--- config.mk ---
export PLATFORM = sky130hd
export DESIGN_NAME = fc_func_pipe
export DESIGN_NICKNAME = d
export VERILOG_FILES = /design/src/rtl/fc_func_pipe.sv
export SDC_FILE = /design/constraint.sdc
export NUM_CORES = 1
export LEC_CHECK = 0
export ABC_AREA = 1
export CAP_MARGIN = 5
export CORE_AREA = 3 3 115 117
export DETAILED_ROUTE_END_ITERATION = 12
export DIE_AREA = 0 0 118 120
export PLACE_DENSITY = 0.59
export SYNTH_ARGS = -nofsm -noshare
export SYNTH_HDL_FRONTEND = slang
export SYNTH_SLANG_ARGS = --single-unit
--- constraint.sdc ---
create_clock -name clk -period 2.85 [get_ports clk]
set_clock_uncertainty 0.15 [all_clocks]
set_input_delay 0.57 -clock clk [delete_from_list [all_inputs] [get_ports clk]]
set_output_delay 0.57 -clock clk [all_outputs]
set_load 0.01 [all_outputs]
--- src/rtl/fc_func_pipe.sv ---
// FC-layer functional unit: walks obuf addresses across horizontal tiles, sums vertical-tile
// partials, then shifts, optionally ReLUs, saturates and streams results with valid/ready.
module fc_func_pipe #(
  parameter int unsigned INPUT_SIZE           = 257,
  parameter int unsigned OUTPUT_SIZE          = 512,
  parameter int unsigned XBAR_SIZE            = 256,
  parameter int unsigned DATATYPE_SIZE        = 8,
  parameter int unsigned OUTPUT_DATATYPE_SIZE = 8,
  parameter int unsigned SHIFT_WIDTH          = 4,
  localparam int unsigned V_CIM_TILES = (INPUT_SIZE + XBAR_SIZE - 1) / XBAR_SIZE,
  localparam int unsigned H_CIM_TILES = (OUTPUT_SIZE + XBAR_SIZE - 1) / XBAR_SIZE,
  localparam int unsigned AW = (XBAR_SIZE > 1) ? $clog2(XBAR_SIZE) : 1,
  localparam int unsigned TW = (H_CIM_TILES > 1) ? $clog2(H_CIM_TILES) : 1
) (
  input  logic                                                        clk,
  input  logic                                                        rst,
  input  logic                                                        i_start,
  input  logic                                                        i_cim_busy,
  input  logic                                                        i_next_busy,
  input  logic                                                        i_relu_en,
  input  logic [SHIFT_WIDTH-1:0]                                      i_shift,
  input  logic [V_CIM_TILES-1:0][H_CIM_TILES-1:0][DATATYPE_SIZE-1:0] i_data,
  output logic [AW-1:0]                                               o_cim_addr,
  output logic [TW-1:0]                                               o_cim_tile,
  output logic [OUTPUT_DATATYPE_SIZE-1:0]                             o_data,
  output logic                                                        o_valid,
  input  logic                                                        i_ready,
  output logic                                                        o_busy,
  output logic                                                        o_start_next
);

  localparam int unsigned CW = $clog2(OUTPUT_SIZE + 1);
  localparam int unsigned SW = DATATYPE_SIZE + $clog2(V_CIM_TILES) + 1;
  localparam int unsigned OW = OUTPUT_DATATYPE_SIZE;
  localparam int unsigned EW = SW + OW;

  localparam logic signed [EW-1:0] SAT_MAX   = EW'((64'd1 << (OW - 1)) - 64'd1);
  localparam logic signed [EW-1:0] SAT_MIN   = ~SAT_MAX;
  localparam logic [CW-1:0]        LAST_N    = CW'(OUTPUT_SIZE - 1);
  localparam logic [AW-1:0]        LAST_ADDR = AW'(XBAR_SIZE - 1);

  typedef logic [V_CIM_TILES-1:0][H_CIM_TILES-1:0][DATATYPE_SIZE-1:0] obuf_t;

  typedef enum logic [2:0] {
    s_reset, s_wait, s_read, s_drain, s_done, s_start
  } state_e;

  state_e                   state_q, state_d;
  logic [AW-1:0]            addr_q, addr_d;
  logic [TW-1:0]            tile_q, tile_d;
  logic [CW-1:0]            n_q, n_d;
  logic [CW-1:0]            xfer_cnt_q, xfer_cnt_d;
  logic                     relu_q, relu_d;
  logic [SHIFT_WIDTH-1:0]   shift_q, shift_d;
  logic                     dv_q;
  logic [TW-1:0]            dtile_q;
  logic                     stall_q;
  obuf_t                    hold_q;
  logic                     s1_v_q;
  logic signed [SW-1:0]     s1_q;
  logic                     o_valid_q;
  logic [OW-1:0]            o_data_q;
  logic                     o_busy_q;
  logic                     o_start_next_q;

  logic                     stall_c, adv_c, xfer_c, issue_c;
  obuf_t                    src_c;
  logic signed [SW-1:0]     sum_c;
  logic signed [SW-1:0]     shifted_c;
  logic signed [EW-1:0]     ext_c;
  logic [OW-1:0]            act_c;

  // Whole pipeline freezes while a presented result is not taken.
  assign stall_c = o_valid_q & ~i_ready;
  assign adv_c   = ~stall_c;
  assign xfer_c  = o_valid_q & i_ready;

  // Next-state, address walk and transfer counting.
  always_comb begin
    state_d    = state_q;
    addr_d     = addr_q;
    tile_d     = tile_q;
    n_d        = n_q;
    relu_d     = relu_q;
    shift_d    = shift_q;
    xfer_cnt_d = xfer_cnt_q + CW'(xfer_c);
    issue_c    = 1'b0;
    case (state_q)
      s_reset: begin
        xfer_cnt_d = '0;
        if (i_start) begin
          relu_d  = i_relu_en;
          shift_d = i_shift;
          if (i_cim_busy) begin
            state_d = s_wait;
          end else begin
            issue_c = 1'b1;
            state_d = s_read;
          end
        end
      end
      s_wait: begin
        if (!i_cim_busy) begin
          issue_c = 1'b1;
          state_d = s_read;
        end
      end
      s_read:  issue_c = adv_c;
      s_drain: if (xfer_c && xfer_cnt_q == LAST_N) state_d = s_done;
      s_done:  if (!i_next_busy) state_d = s_start;
      s_start: state_d = s_reset;
      default: state_d = s_reset;
    endcase
    // The address on o_cim_addr is read by the obuf at the end of an issuing cycle.
    if (issue_c) begin
      if (n_q == LAST_N) begin
        addr_d  = '0;
        tile_d  = '0;
        n_d     = '0;
        state_d = s_drain;
      end else begin
        n_d = n_q + CW'(1);
        if (addr_q == LAST_ADDR) begin
          addr_d = '0;
          tile_d = tile_q + TW'(1);
        end else begin
          addr_d = addr_q + AW'(1);
        end
      end
    end
  end

  // After a stall the obuf already shows the next address, so replay the captured word.
  always_comb begin
    src_c = stall_q ? hold_q : i_data;
    sum_c = '0;
    for (int v = 0; v < int'(V_CIM_TILES); v++) begin
      sum_c = sum_c + SW'($signed(src_c[v][dtile_q]));
    end
  end

  // Scale, activate, saturate.
  always_comb begin
    shifted_c = s1_q >>> shift_q;
    ext_c     = EW'(shifted_c);
    if (relu_q && ext_c[EW-1]) ext_c = '0;
    if (ext_c > SAT_MAX)      act_c = SAT_MAX[OW-1:0];
    else if (ext_c < SAT_MIN) act_c = SAT_MIN[OW-1:0];
    else                      act_c = ext_c[OW-1:0];
  end

  always_ff @(posedge clk) begin
    if (rst) begin
      state_q        <= s_reset;
      addr_q         <= '0;
      tile_q         <= '0;
      n_q            <= '0;
      xfer_cnt_q     <= '0;
      relu_q         <= 1'b0;
      shift_q        <= '0;
      dv_q           <= 1'b0;
      dtile_q        <= '0;
      stall_q        <= 1'b0;
      hold_q         <= '0;
      s1_v_q         <= 1'b0;
      s1_q           <= '0;
      o_valid_q      <= 1'b0;
      o_data_q       <= '0;
      o_busy_q       <= 1'b0;
      o_start_next_q <= 1'b0;
    end else begin
      state_q        <= state_d;
      addr_q         <= addr_d;
      tile_q         <= tile_d;
      n_q            <= n_d;
      xfer_cnt_q     <= xfer_cnt_d;
      relu_q         <= relu_d;
      shift_q        <= shift_d;
      o_busy_q       <= state_d inside {s_wait, s_read, s_drain, s_done};
      o_start_next_q <= (state_d == s_start);
      stall_q        <= stall_c;
      if (stall_c && !stall_q) hold_q <= i_data;
      if (adv_c) begin
        dv_q      <= issue_c;
        dtile_q   <= tile_q;
        s1_v_q    <= dv_q;
        s1_q      <= sum_c;
        o_valid_q <= s1_v_q;
        if (s1_v_q) o_data_q <= act_c;
      end
    end
  end

  assign o_cim_addr   = addr_q;
  assign o_cim_tile   = tile_q;
  assign o_data       = o_data_q;
  assign o_valid      = o_valid_q;
  assign o_busy       = o_busy_q;
  assign o_start_next = o_start_next_q;

endmodule
Yosys cells after proc, flatten, opt, wreduce, memory -nomap -nowiden
Index checks and enable logic that the tools add are counted. W data, S select, Z words.

Register bits: 94. Input bits: 43. Output and inout port bits: 20. Word-level logic and storage cells: 80.

Add/subtract/negate cells: 5. Magnitude comparators: 3. Eq/ne operators: 12. Shift operators: 1. Muxes and demuxes: 24. Bitwise logic cells: 4. Reductions and logical operators: 11.

Operators by type and width (count): $mux W8 (8); $mux W32 (1); $eq A10 B9 Y1 const B (2); $gt A18 B8 Y1 const B (1); $lt A18 B8 Y1 const B (1); $mux W18 (1); $mux W3 (6); $pmux W3 S5 (1); $eq A3 B2 Y1 const B (4); $add A10 B1 Y10 (1); $add A10 B1 Y10 const B (1); $mux W10 (1); $sshr A10 B4 Y10 (1); $add A8 B8 Y9 (1); $eq A3 B3 Y1 const B (3); $add A8 B1 Y8 const B (1); $eq A8 B8 Y1 const B (1); $eq A3 B1 Y1 const B (2); $reduce_and A2 Y1 (3); $mux W1 (4); $reduce_bool A4 Y1 (1); $logic_and A1 B1 Y1 (3); $logic_not A3 Y1 (1); $pmux W1 S3 (1); other kinds (8) (10).

Longest topological paths before layout
Depth in word-level cells: 8. Depth in mapped cells: 13. Depth with buffers taken out: 12.

Worst setup path before layout
No wires, ideal clock.

Path kind: register -> register. Start: register stall_q. End: register s1_q[8]. Setup time: 0.125 ns. Arrival: 2.343 ns. Data required time: 2.575 ns. Slack: 0.232 ns. Stages on the path, launching flop included: 14. Buffers on the path: 2. Clock period less this slack: 2.618 ns. Cells stage by stage: dfxtp_1 -> buf_2 -> clkinv_1 -> clkbuf_1 -> nor2_1 -> o22ai_1 -> ha_1 -> inv_1 -> fa_1 -> or3_1 -> nand2_1 -> nand2_1 -> a21boi_0 -> o22ai_1.

Word-level cells in the longest chain between the ends: 4. Elaborated cells between the ends (all ways): 6. Classes of those cells: 1 x add/sub; 5 x mux.

RTL lines: start: declaration (RTL line 57) `logic stall_q;`; start signal: assignment (RTL line 181) `stall_q <= stall_c;`; $mux W32 (*) (RTL line 135) `src_c = stall_q ? hold_q : i_data;`; $mux W8 (implied by the code) (2 in series) (RTL line 138) `sum_c = sum_c + SW'($signed(src_c[v][dtile_q]));`; $add A8 B8 Y9 (*) (RTL line 138); end signal: assignment (RTL line 187) `s1_q <= sum_c;`; end: declaration (RTL line 60) `logic signed [SW-1:0] s1_q;`.

Mark *: on every way between the ends. The rest lies on a longest branch, timed or not. The select of a mux whose other input is x is not followed. A chain may end at the register's enable or synchronous reset.

Worst setup path after layout
Start: input i_data[8] (netlist bit). End: register s1_q[8].

Word-level cells in the longest chain between the ends: 4.

RTL lines: start: declaration (RTL line 22) `input logic [V_CIM_TILES-1:0][H_CIM_TILES-1:0][DATATYPE_SIZE-1:0] i_data,`; $mux W32 (RTL line 135); $mux W8 (implied by the code) (2 in series) (RTL line 138); $add A8 B8 Y9 (RTL line 138).

No other way between the ends. The select of a mux whose other input is x is not followed.

==> results.json <==
{
  "status": "finished, final reports clean",
  "die_h_microns": 120,
  "path_cells": "clkdlybuf4s50_1 > o21ai_0 > o22ai_1 > ha_1 > inv_1 > fa_1 > or3_1 > nand2_1 > nand2_1 > a21boi_1 > o22ai_1",
  "io_pins": 63,
  "postRouteAntennaNets": 0,
  "cts_buffer_depth": 2,
  "grt_pass1_vias": 4593,
  "met1_usage": 0.250,
  "rrSetupSlack_ns": 0.23,
  "grt_max_degree": 29,
  "hold_depth": 2,
  "synth_edf_count": 0,
  "maxSlewViolCount": 0,
  "hold_viol": 0,
  "core_sq_um": 12500,
  "syn_area_sq_um": 4840,
  "numCtsBuffers": 9,
  "port-buffer-count": 62,
  "rsz0062_at_grt": "no",
  "first_pass_iters": 5,
  "synth.distinct_cells": 46,
  "cts.sinks": 93,
  "use_met2": 0.288,
  "grt_remaining_overflow": 0,
  "htree_levels": 3,
  "fin_util": 0.483,
  "via_count": 4850,
  "ys_seq_area_frac": 0.384,
  "cts_tree": "built",
  "critical_path_required_ns": 2.93,
  "power-per-cell-area_nw_per_um2": 539,
  "syn_nets": 758,
  "worst_r2r_path_depth": 10,
  "ctsHoldBuffers": 0,
  "synth-seq-cells": 93,
  "setup_violations": 0,
  "critPathArrivalTime_ns": 2.78,
  "gr-usage-met3": 0.0500,
  "clock_latency_ns": 0.35,
  "slowest_delay_ns": 0.48,
  "grt_pass1_wl_microns": 21500,
  "cp_slowest_cell": "clkdlybuf4s50_1",
  "route.detailed.drc": 0,
  "power_leakage_nw": 2.39,
  "num_rows": 41,
  "cp_max_fo": 2,
  "wirelength_microns": 12700,
  "drv_cap": 0,
  "max_freq_mhz": 371,
  "die_area_sq_um": 14200,
  "drtIter0Drc": 321,
  "post-dp-hpwl_microns": 9520,
  "drive_gt1_frac": 0.0737,
  "maxSlewHeadroom": 0.622,
  "cp.buffers_inverters": 2,
  "path_depth": 11,
  "finalNetCount": 825,
  "wl_per_cell_microns": 13.4,
  "timing.final.ws_setup_ns": 0.151,
  "path_delay_family": "adder cells",
  "grt_usage": 0.185,
  "syn_area_per_cell_sq_um": 6.90,
  "start_util": 0.389,
  "antennaDiodeCount": 0,
  "path_class": "input pin to flip-flop",
  "cts_root_buf": "clkbuf_16",
  "die_w_microns": 118,
  "crit_path_end_kind": "flip-flop",
  "dp_slack_ns": -0.235,
  "ir_drop_uv": 404,
  "min_path_type": "flip-flop to flip-flop",
  "gp_congestion": 0.868,
  "syn2layout_area_growth_pct": 24.4,
  "antenna_found_initial": 0,
  "clk_pin_slew_ns": 0.07,
  "syn_inst": 702,
  "min_period_over_period": 0.947,
  "startpoint_type": "input pin",
  "grt-busiest-layer": "met2",
  "post_drt_via_cell_ratio": 5.13,
  "hold_ws_ns": 0.304,
  "finalCriticalPeriod_ns": 2.70,
  "ys.flop_type": "dfxtp_1",
  "worstMarginPinSlew_ns": 0.567,
  "synth_warnings": 0,
  "ys_async_sr_fraction": 0
}
cells in the mapped netlist (8+ instances only):
| master | instances | area share |
|---|---|---|
| dfxtp_1 | 93 | 0.38 |
| a21oi_1 | 55 | 0.057 |
| clkbuf_1 | 17 | 0.013 |
| nor2_1 | 82 | 0.064 |
| o22ai_1 | 18 | 0.023 |
| ha_1 | 12 | 0.031 |
| nor3_1 | 13 | 0.013 |
| a221oi_1 | 14 | 0.025 |
| nand2_1 | 127 | 0.098 |
| buf_2 | 8 | 0.0083 |
| o21ai_0 | 55 | 0.057 |
| inv_1 | 78 | 0.060 |
| nand3_1 | 70 | 0.072 |
worst reg2reg max path, stage by stage, from the launching register on:
cell and delay, ns:
dfxtp_1 0.54, o21ai_0 0.18, o22ai_1 0.21, ha_1 0.21
inv_1 0.06, fa_1 0.38, or3_1 0.39, nand2_1 0.09
nand2_1 0.07, a21boi_1 0.14, o22ai_1 0.08
report_power, final:
| group | internal, W | switching (W) |
|---|---|---|
| clock | 0.000724 | 0.000483 |
| sequential | 0.00137 | 0.0000599 |
| combinational | 0.000263 | 0.000349 |
| total | 0.00236 | 0.000891 |
metrics by stage:
stage | TNS (ns) | power, W | instance area (sq um) | instances
final | 0 | 0.00325 | 6020 | 945
after global routing | 0 | 0.00344 | 6020 | 945
after CTS | 0 | 0.00329 | 6000 | 944
after detailed placement | -0.462 | 0.00207 | 5710 | 929
after global placement | -0.333 | 0.00205 | 5710 | 929
after floorplan | 0 | 0.00185 | 4840 | 702
layout by cell type (no fill, tap or decap), drive strengths merged, types with 4 or more instances in the layout:
| cell | n |
|---|---|
| nand2 | 129 |
| clkdlybuf4s50 | 61 |
| buf | 25 |
| a221oi | 14 |
| ha | 12 |
| nor2 | 85 |
| o21ai | 58 |
| dfxtp | 93 |
| nand4 | 4 |
| inv | 83 |
| nor3 | 14 |
| clkbuf | 14 |
| a21oi | 55 |
| o22ai | 18 |
| xor2 | 5 |
| nand3 | 74 |
what timing repair did:
item,4_1_cts,5_1_grt
hold endpoints to repair,0,0
endpoints found under the setup margin,0,2
gates resized for setup,0,5
buffers inserted,0,1
state kept, by name, indices dropped and copies added (netlist names), 3 cells and up:
name	count
s1_q	9
n_q	10
xfer_cnt_q	10
state_q	3
shift_q	4
hold_q	32
o_cim_addr	8
o_data	8
path summary, 6_finish.rpt:
check | start | to
min | hold_q[17] | hold_q[17]
min reg2reg | hold_q[17] | hold_q[17]
max reg2reg | dtile_q | s1_q[8]
max | i_data[8] | s1_q[8]
routing by layer:
| metal | wire length, microns | vias up |
|---|---|---|
| met4 | 220 | 0 |
| met5 | 0 | - |
| met1 | 6260 | 2242 |
| met2 | 5600 | 108 |
| met3 | 627 | 15 |
| li1 | - | 2485 |
kinds of logic after synthesis:
logic type,Yosys count,synth area share
adders and majority gates,13,0.0351
and+or+nand+nor,315,0.285
xor gates and xnor gates,8,0.0145
buffers and inverters,114,0.0935
DFF,93,0.384
AOI/OAI and AO/OA,159,0.188
area by class of cell:
type	instances	area, sq um
Tap cell	172	215
Fill cell	1295	6440
Timing Repair Buffer	86	803
Clock buffer	14	264
Sequential cell	93	1860
Inverter	84	319
Multi-Input combinational cell	495	2530
Clock inverter	1	30.0
No activity file was read; power rests on OpenSTA's default activity.
